===== config.mk =====
export PLATFORM = sky130hd
export DESIGN_NAME = axi4_lite_master_write_engine
export DESIGN_NICKNAME = d
export VERILOG_FILES = /design/src/rtl/axi4_lite_master_write_engine_pkg.sv /design/src/rtl/axi4_lite_master_write_engine_sat_counter.sv /design/src/rtl/axi4_lite_master_write_engine.sv
export SDC_FILE = /design/constraint.sdc
export NUM_CORES = 1
export LEC_CHECK = 0
export CORE_ASPECT_RATIO = 1.25
export CORE_MARGIN = 2
export CORE_UTILIZATION = 42
export CTS_CLUSTER_SIZE = 20
export DETAILED_ROUTE_END_ITERATION = 6
export PLACE_DENSITY_LB_ADDON = 0.3
export SYNTH_ARGS = -nofsm -noshare
export SYNTH_HDL_FRONTEND = slang
export SYNTH_SLANG_ARGS = --single-unit

===== constraint.sdc =====
create_clock -name aclk -period 2.15 [get_ports aclk]
set_input_delay 0.43 -clock aclk [delete_from_list [all_inputs] [get_ports aclk]]
set_output_delay 0.43 -clock aclk [all_outputs]
set_load 0.02 [all_outputs]

===== src/rtl/axi4_lite_master_write_engine_pkg.sv =====
// ---------------------------------------------------------------------------
// Axi4LiteGlobalsPkg
// Shared definitions for the AXI4-Lite write initiator slice.
//   AXI_ADDRESS_WIDTH / AXI_DATA_WIDTH : default bus widths for the engine
//   axiResp_t                          : AXI response codes carried on B
//   writeState_t                       : write engine FSM states
// ---------------------------------------------------------------------------
package Axi4LiteGlobalsPkg;

    localparam int AXI_ADDRESS_WIDTH = 32;
    localparam int AXI_DATA_WIDTH    = 32;

    typedef enum logic [1:0] {
        RESP_OKAY   = 2'd0,
        RESP_EXOKAY = 2'd1,
        RESP_SLVERR = 2'd2,
        RESP_DECERR = 2'd3
    } axiResp_t;

    typedef enum logic [1:0] {
        ST_IDLE      = 2'd0,
        ST_ADDR_DATA = 2'd1,
        ST_WAIT_B    = 2'd2,
        ST_RESP      = 2'd3
    } writeState_t;

endpackage


===== src/rtl/axi4_lite_master_write_engine_sat_counter.sv =====
// ---------------------------------------------------------------------------
// axi4_lite_sat_counter
// Up-counter that sticks at all-ones instead of wrapping, so a status
// register never appears to have gone backwards after a long run.
// Ports:
//   clk   : clock, rising edge
//   clr   : synchronous active-high clear (takes priority over inc)
//   inc   : add one this cycle unless already saturated
//   count : current value
// ---------------------------------------------------------------------------
module axi4_lite_sat_counter #(
    parameter int WIDTH = 16
) (
    input  logic             clk,
    input  logic             clr,
    input  logic             inc,
    output logic [WIDTH-1:0] count
);

    logic [WIDTH-1:0] r_count;

    // Clear wins over increment; once every bit is set the value is frozen
    // until the next clear.
    always_ff @(posedge clk) begin
        if (clr) begin
            r_count <= '0;
        end else if (inc && (r_count != '1)) begin
            r_count <= r_count + 1'b1;
        end
    end

    assign count = r_count;

endmodule


===== src/rtl/axi4_lite_master_write_engine.sv =====
// ---------------------------------------------------------------------------
// axi4_lite_master_write_engine
// Manager side of the AXI4-Lite write channels with a single outstanding
// transaction. A request taken on the req port is launched on AW and W
// independently, the B response is collected and handed back on the rsp
// port, and two saturating counters track completed and errored writes.
// DATA_WIDTH is expected to be 32 or 64.
// Ports:
//   aclk, areset                 : clock and synchronous active-high reset
//   req_valid/ready/addr/data/strb/prot : write request command port
//   rsp_valid/ready/resp         : write response port (captured bresp)
//   awaddr/awprot/awvalid/awready: AXI write address channel
//   wdata/wstrb/wvalid/wready    : AXI write data channel
//   bresp/bvalid/bready          : AXI write response channel
//   wr_count, err_count          : saturating status counters
// ---------------------------------------------------------------------------
module axi4_lite_master_write_engine
    import Axi4LiteGlobalsPkg::*;
#(
    parameter int ADDRESS_WIDTH = AXI_ADDRESS_WIDTH,
    parameter int DATA_WIDTH    = AXI_DATA_WIDTH,
    parameter int CNT_WIDTH     = 16
) (
    input  logic                      aclk,
    input  logic                      areset,

    input  logic                      req_valid,
    output logic                      req_ready,
    input  logic [ADDRESS_WIDTH-1:0]  req_addr,
    input  logic [DATA_WIDTH-1:0]     req_data,
    input  logic [DATA_WIDTH/8-1:0]   req_strb,
    input  logic [2:0]                req_prot,

    output logic                      rsp_valid,
    input  logic                      rsp_ready,
    output logic [1:0]                rsp_resp,

    output logic [ADDRESS_WIDTH-1:0]  awaddr,
    output logic [2:0]                awprot,
    output logic                      awvalid,
    input  logic                      awready,

    output logic [DATA_WIDTH-1:0]     wdata,
    output logic [DATA_WIDTH/8-1:0]   wstrb,
    output logic                      wvalid,
    input  logic                      wready,

    input  logic [1:0]                bresp,
    input  logic                      bvalid,
    output logic                      bready,

    output logic [CNT_WIDTH-1:0]      wr_count,
    output logic [CNT_WIDTH-1:0]      err_count
);

    localparam int STRB_WIDTH = DATA_WIDTH / 8;

    writeState_t              r_state;
    logic                     r_awDone;
    logic                     r_wDone;
    logic                     r_awvalid;
    logic                     r_wvalid;
    logic                     r_bready;
    logic                     r_rspValid;
    logic [1:0]               r_rspResp;
    logic [ADDRESS_WIDTH-1:0] r_awaddr;
    logic [2:0]               r_awprot;
    logic [DATA_WIDTH-1:0]    r_wdata;
    logic [STRB_WIDTH-1:0]    r_wstrb;

    logic                     w_awFire;
    logic                     w_wFire;
    logic                     w_bFire;
    logic                     w_errInc;

    // Handshake strobes. B can only fire while bready is up, which keeps a
    // stray bvalid outside WAIT_B from being counted.
    assign w_awFire = r_awvalid && awready;
    assign w_wFire  = r_wvalid && wready;
    assign w_bFire  = r_bready && bvalid;
    assign w_errInc = w_bFire && (bresp != RESP_OKAY);

    // Accepting depends only on the state, so the requester never sees a
    // ready that reacts to its own valid.
    assign req_ready = (r_state == ST_IDLE);

    // Main write FSM. All channel outputs are registered here. The done
    // flags fold in the current-cycle handshakes so that AW and W finishing
    // together, or in either order, move to WAIT_B on the same edge as the
    // last handshake. Valids drop only on their own handshake edge, so the
    // payload registers stay untouched while a valid is pending.
    always_ff @(posedge aclk) begin
        if (areset) begin
            r_state    <= ST_IDLE;
            r_awDone   <= 1'b0;
            r_wDone    <= 1'b0;
            r_awvalid  <= 1'b0;
            r_wvalid   <= 1'b0;
            r_bready   <= 1'b0;
            r_rspValid <= 1'b0;
            r_rspResp  <= 2'b00;
            r_awaddr   <= '0;
            r_awprot   <= 3'b000;
            r_wdata    <= '0;
            r_wstrb    <= '0;
        end else begin
            case (r_state)
                ST_IDLE: begin
                    if (req_valid) begin
                        r_awaddr  <= req_addr;
                        r_awprot  <= req_prot;
                        r_wdata   <= req_data;
                        r_wstrb   <= req_strb;
                        r_awDone  <= 1'b0;
                        r_wDone   <= 1'b0;
                        r_awvalid <= 1'b1;
                        r_wvalid  <= 1'b1;
                        r_state   <= ST_ADDR_DATA;
                    end
                end

                ST_ADDR_DATA: begin
                    if (w_awFire) begin
                        r_awDone  <= 1'b1;
                        r_awvalid <= 1'b0;
                    end
                    if (w_wFire) begin
                        r_wDone  <= 1'b1;
                        r_wvalid <= 1'b0;
                    end
                    if ((r_awDone || w_awFire) && (r_wDone || w_wFire)) begin
                        r_bready <= 1'b1;
                        r_state  <= ST_WAIT_B;
                    end
                end

                ST_WAIT_B: begin
                    if (w_bFire) begin
                        r_rspResp  <= bresp;
                        r_bready   <= 1'b0;
                        r_rspValid <= 1'b1;
                        r_state    <= ST_RESP;
                    end
                end

                ST_RESP: begin
                    if (rsp_ready) begin
                        r_rspValid <= 1'b0;
                        r_state    <= ST_IDLE;
                    end
                end

                default: begin
                    r_state <= ST_IDLE;
                end
            endcase
        end
    end

    assign awaddr    = r_awaddr;
    assign awprot    = r_awprot;
    assign awvalid   = r_awvalid;
    assign wdata     = r_wdata;
    assign wstrb     = r_wstrb;
    assign wvalid    = r_wvalid;
    assign bready    = r_bready;
    assign rsp_valid = r_rspValid;
    assign rsp_resp  = r_rspResp;

    // Status counters advance on the same edge that captures the response,
    // so they are already current when rsp_valid rises.
    axi4_lite_sat_counter #(
        .WIDTH (CNT_WIDTH)
    ) u_wrCounter (
        .clk   (aclk),
        .clr   (areset),
        .inc   (w_bFire),
        .count (wr_count)
    );

    axi4_lite_sat_counter #(
        .WIDTH (CNT_WIDTH)
    ) u_errCounter (
        .clk   (aclk),
        .clr   (areset),
        .inc   (w_errInc),
        .count (err_count)
    );

endmodule


==> flow_summary.toml <==
[place]
numPortBuffers = 189
dpl_worst_slack_ns = -0.155
dp_hpwl_mm = 8.93
gp_congestion = 0.850
placedInstanceArea_mm2 = 0.00661

[sta]
max_freq_mhz = 514
fin_crit_sh = 0.906
timing.final.crit_period_ns = 1.95
slew-limit-headroom = 0.687
tightest_slew_ns = 0.466
setup_viol = 0
rsz_0062_raised_after_global_routing = "false"
setup_slack_ns = 0.203
finalClockSkew_ns = 0.0100
maxSlewViolCount = 0
hold_violations = 0

[synthesis]
netlist-cell-type-count = 41
postSynth.asyncResetShare = 0
ys_flop_type = "sky130_fd_sc_hd__dfxtp_1"
seq_area_frac_synth = 0.505
synth_top_area_share = 0.505
syn_area_per_cell_um2 = 8.06
commonest_cells_in_the_synthesized_netlist = "sky130_fd_sc_hd__nand2_1 (163), sky130_fd_sc_hd__dfxtp_1 (113), sky130_fd_sc_hd__a21oi_1 (84)"
synth_top_cells_by_area = "sky130_fd_sc_hd__dfxtp_1 (51%), sky130_fd_sc_hd__nand2_1 (14%), sky130_fd_sc_hd__a21oi_1 (9.4%)"
synth-warning-count = 0
most_instantiated_library_cell_after_synthesis = "sky130_fd_sc_hd__nand2_1"
synth.cell_area_mm2 = 0.00448
synth.largest_area_cell = "sky130_fd_sc_hd__dfxtp_1"
synth_edf_count = 0
seq_cells_post_synth = 113
post_synth_inst_count = 555
synth_fp_nets = 642

[detailed_routing]
wl_per_cell_um = 14.1
dr_total_vias = 4537
drc_errors = 0
wirelength_mm = 12.7
drt_iter0_markers = 177
final_antenna_net_count = 0
number_of_vias_per_cell_after_detailed_routing = 5.05
drt_pass1_iterations = 5

[clock_network]
cts-root-to-sink-buffers = 2
cts.clk_slew.worst_paths_ns = 0.05
clk_latency_ns = 0.40
clkSinkCount = 113
cts.htree.levels = 4
post_cts_resized = 1
cts.repair_timing.setup_buffer_count = 0
holdBufCountCts = 0
cts_tree = "done"
cts_inserted_buffers = 17
root_buffer = "sky130_fd_sc_hd__clkbuf_16"

[critical_path]
start_kind = "register"
ff2ff_setup_slack_ns = 0.22
cpLargestDelayFamily = "buffers and inverters"
crit_path_cell_trace = "clkdlybuf4s50_1"
crit_slowest_cell = "sky130_fd_sc_hd__clkdlybuf4s50_1"
largest_fanout_on_the_critical_path = 8
worstPathRequired_ns = 1.72
start_to_end_type_of_the_worst_setup_path = "reg2out"
timing.critical_path.to_type = "output pin"
critical_path.n_buffers_inverters = 1
arrival_ns = 1.52
cpPeakStageDelay_ns = 0.66

[cells_and_area]
antennaDiodeCount = 0
syn_to_final_growth_pct = 62.0
postLayoutCoreUtil = 0.690
multi_input_comb_area_mm2 = 0.00208
seqCellArea_mm2 = 0.00226
nNetsFinal = 840
post_route_cell_area_mm2 = 0.00725
drive_gt1_frac = 0.0809
fillCellCount = 872

[global_routing]
overall_routing_resource_usage = 0.214
grt_max_degree = 61
grt_pass1_vias = 4224
wire_length_of_the_first_global_routing_pass_mm = 19.4
antenna_found_initial = 0
grt_overflow_total = 0

[die]
die-area_mm2 = 0.0115
floorplan.die.width_um = 96.3
die-height_um = 119
io_pins = 190
floorplan.core_area_mm2 = 0.0105
placement_rows = 42
start_util = 0.426

[worst_hold_path]
timing.hold.worst.class = "in2reg"

[pwr]
pwr-share-clk = 0.386
peakVddDrop_v = 0.000600
switching_share = 0.300
internal_power_mw = 5.51
pwr_per_cell_area_mw_per_mm2 = 1080
total_leakage_power_nw = 2.67
total_switching_power_mw = 2.36
finalPower_mw = 7.86
power.combinational.fraction = 0.287
power.sequential.fraction = 0.328

[run_status]
outcome = "completed"

[flow_run]
cap_viol_max_count = 0
final timing paths:
path / start / endpoint / depth (start not counted)
max: u_wrCounter.count[8] / wr_count[8] / 1
max reg2reg: u_errCounter.count[0] / u_errCounter.count[14] / 6
min reg2reg: awaddr[18] / awaddr[18] / 2
min: areset / u_wrCounter.count[5] / 2
through the flow:
stage	setup TNS (ns)	hold WS [ns]	cells
2_1_floorplan	0	0.496	555
3_3_place_gp	-0.677	0.442	866
3_5_place_dp	-1.14	0.446	866
4_1_cts	0	0.420	898
5_1_grt	0	0.443	898
6_report	0	0.434	898
placed cells by master (no fill, tap or decap), types with 5 or more instances in the layout:
| cell | synthesis | final |
|---|---|---|
| sky130_fd_sc_hd__clkdlybuf4s50_1 | 0 | 187 |
| sky130_fd_sc_hd__nand2_1 | 163 | 162 |
| sky130_fd_sc_hd__dfxtp_1 | 113 | 113 |
| sky130_fd_sc_hd__a21oi_1 | 84 | 84 |
| sky130_fd_sc_hd__nor2_1 | 42 | 42 |
| sky130_fd_sc_hd__xnor2_1 | 19 | 19 |
| sky130_fd_sc_hd__buf_4 | 0 | 18 |
| sky130_fd_sc_hd__clkbuf_16 | 0 | 17 |
| sky130_fd_sc_hd__nand3_1 | 14 | 14 |
| sky130_fd_sc_hd__nor3_1 | 13 | 13 |
| sky130_fd_sc_hd__nand4_1 | 9 | 9 |
| sky130_fd_sc_hd__nor4_1 | 7 | 7 |
| sky130_fd_sc_hd__mux2i_1 | 7 | 7 |
| sky130_fd_sc_hd__o21ai_0 | 7 | 7 |
| sky130_fd_sc_hd__ha_1 | 7 | 7 |
| sky130_fd_sc_hd__inv_1 | 5 | 5 |
| sky130_fd_sc_hd__bufinv_16 | 0 | 5 |
sequential cells by signal (all words and copies together) (netlist names), 2 cells and up:
| name | flops |
|---|---|
| wstrb | 4 |
| awaddr | 32 |
| u_wrCounter.count | 16 |
| wdata | 32 |
| rsp_resp | 2 |
| u_errCounter.count | 16 |
| awprot | 3 |
| r_state | 2 |
power by group through the flow:
| stage | Clock, mW | Sequential (mW) | Combinational, mW |
|---|---|---|---|
| after floorplan | 0 | 2.93 | 0.907 |
| after global placement | 0 | 2.60 | 2.21 |
| after detailed placement | 0 | 2.62 | 2.27 |
| after CTS | 3.09 | 2.58 | 2.27 |
| after global routing | 3.17 | 2.61 | 2.45 |
| final | 3.03 | 2.58 | 2.25 |
area by class of cell:
type / count / area share
tap: 132 / 0.0228
clock inverter: 10 / 0.0250
clock buffer: 22 / 0.0640
timing repair buffer: 209 / 0.286
inverter: 5 / 0.00259
multi-input combinational: 407 / 0.287
sequential: 113 / 0.312
per-layer routing:
layer	GRT usage	routed length, µm
met1	0.236	4940
met2	0.370	6390
met3	0.0595	955
met4	0.104	371
met5	0	0
cell families (layout without fill, tap and decap cells):
family | after synthesis | after routing | synth area share
and+or+nand+nor | 269 | 269 | 0.262
DFF | 113 | 113 | 0.505
AOI/OAI and AO/OA | 103 | 103 | 0.126
buffers and inverters | 35 | 246 | 0.0296
xor gates and xnor gates | 20 | 20 | 0.0391
muxes | 8 | 8 | 0.0182
adders and majority gates | 7 | 7 | 0.0196
Note: power is estimated with default switching activity, not from simulation.
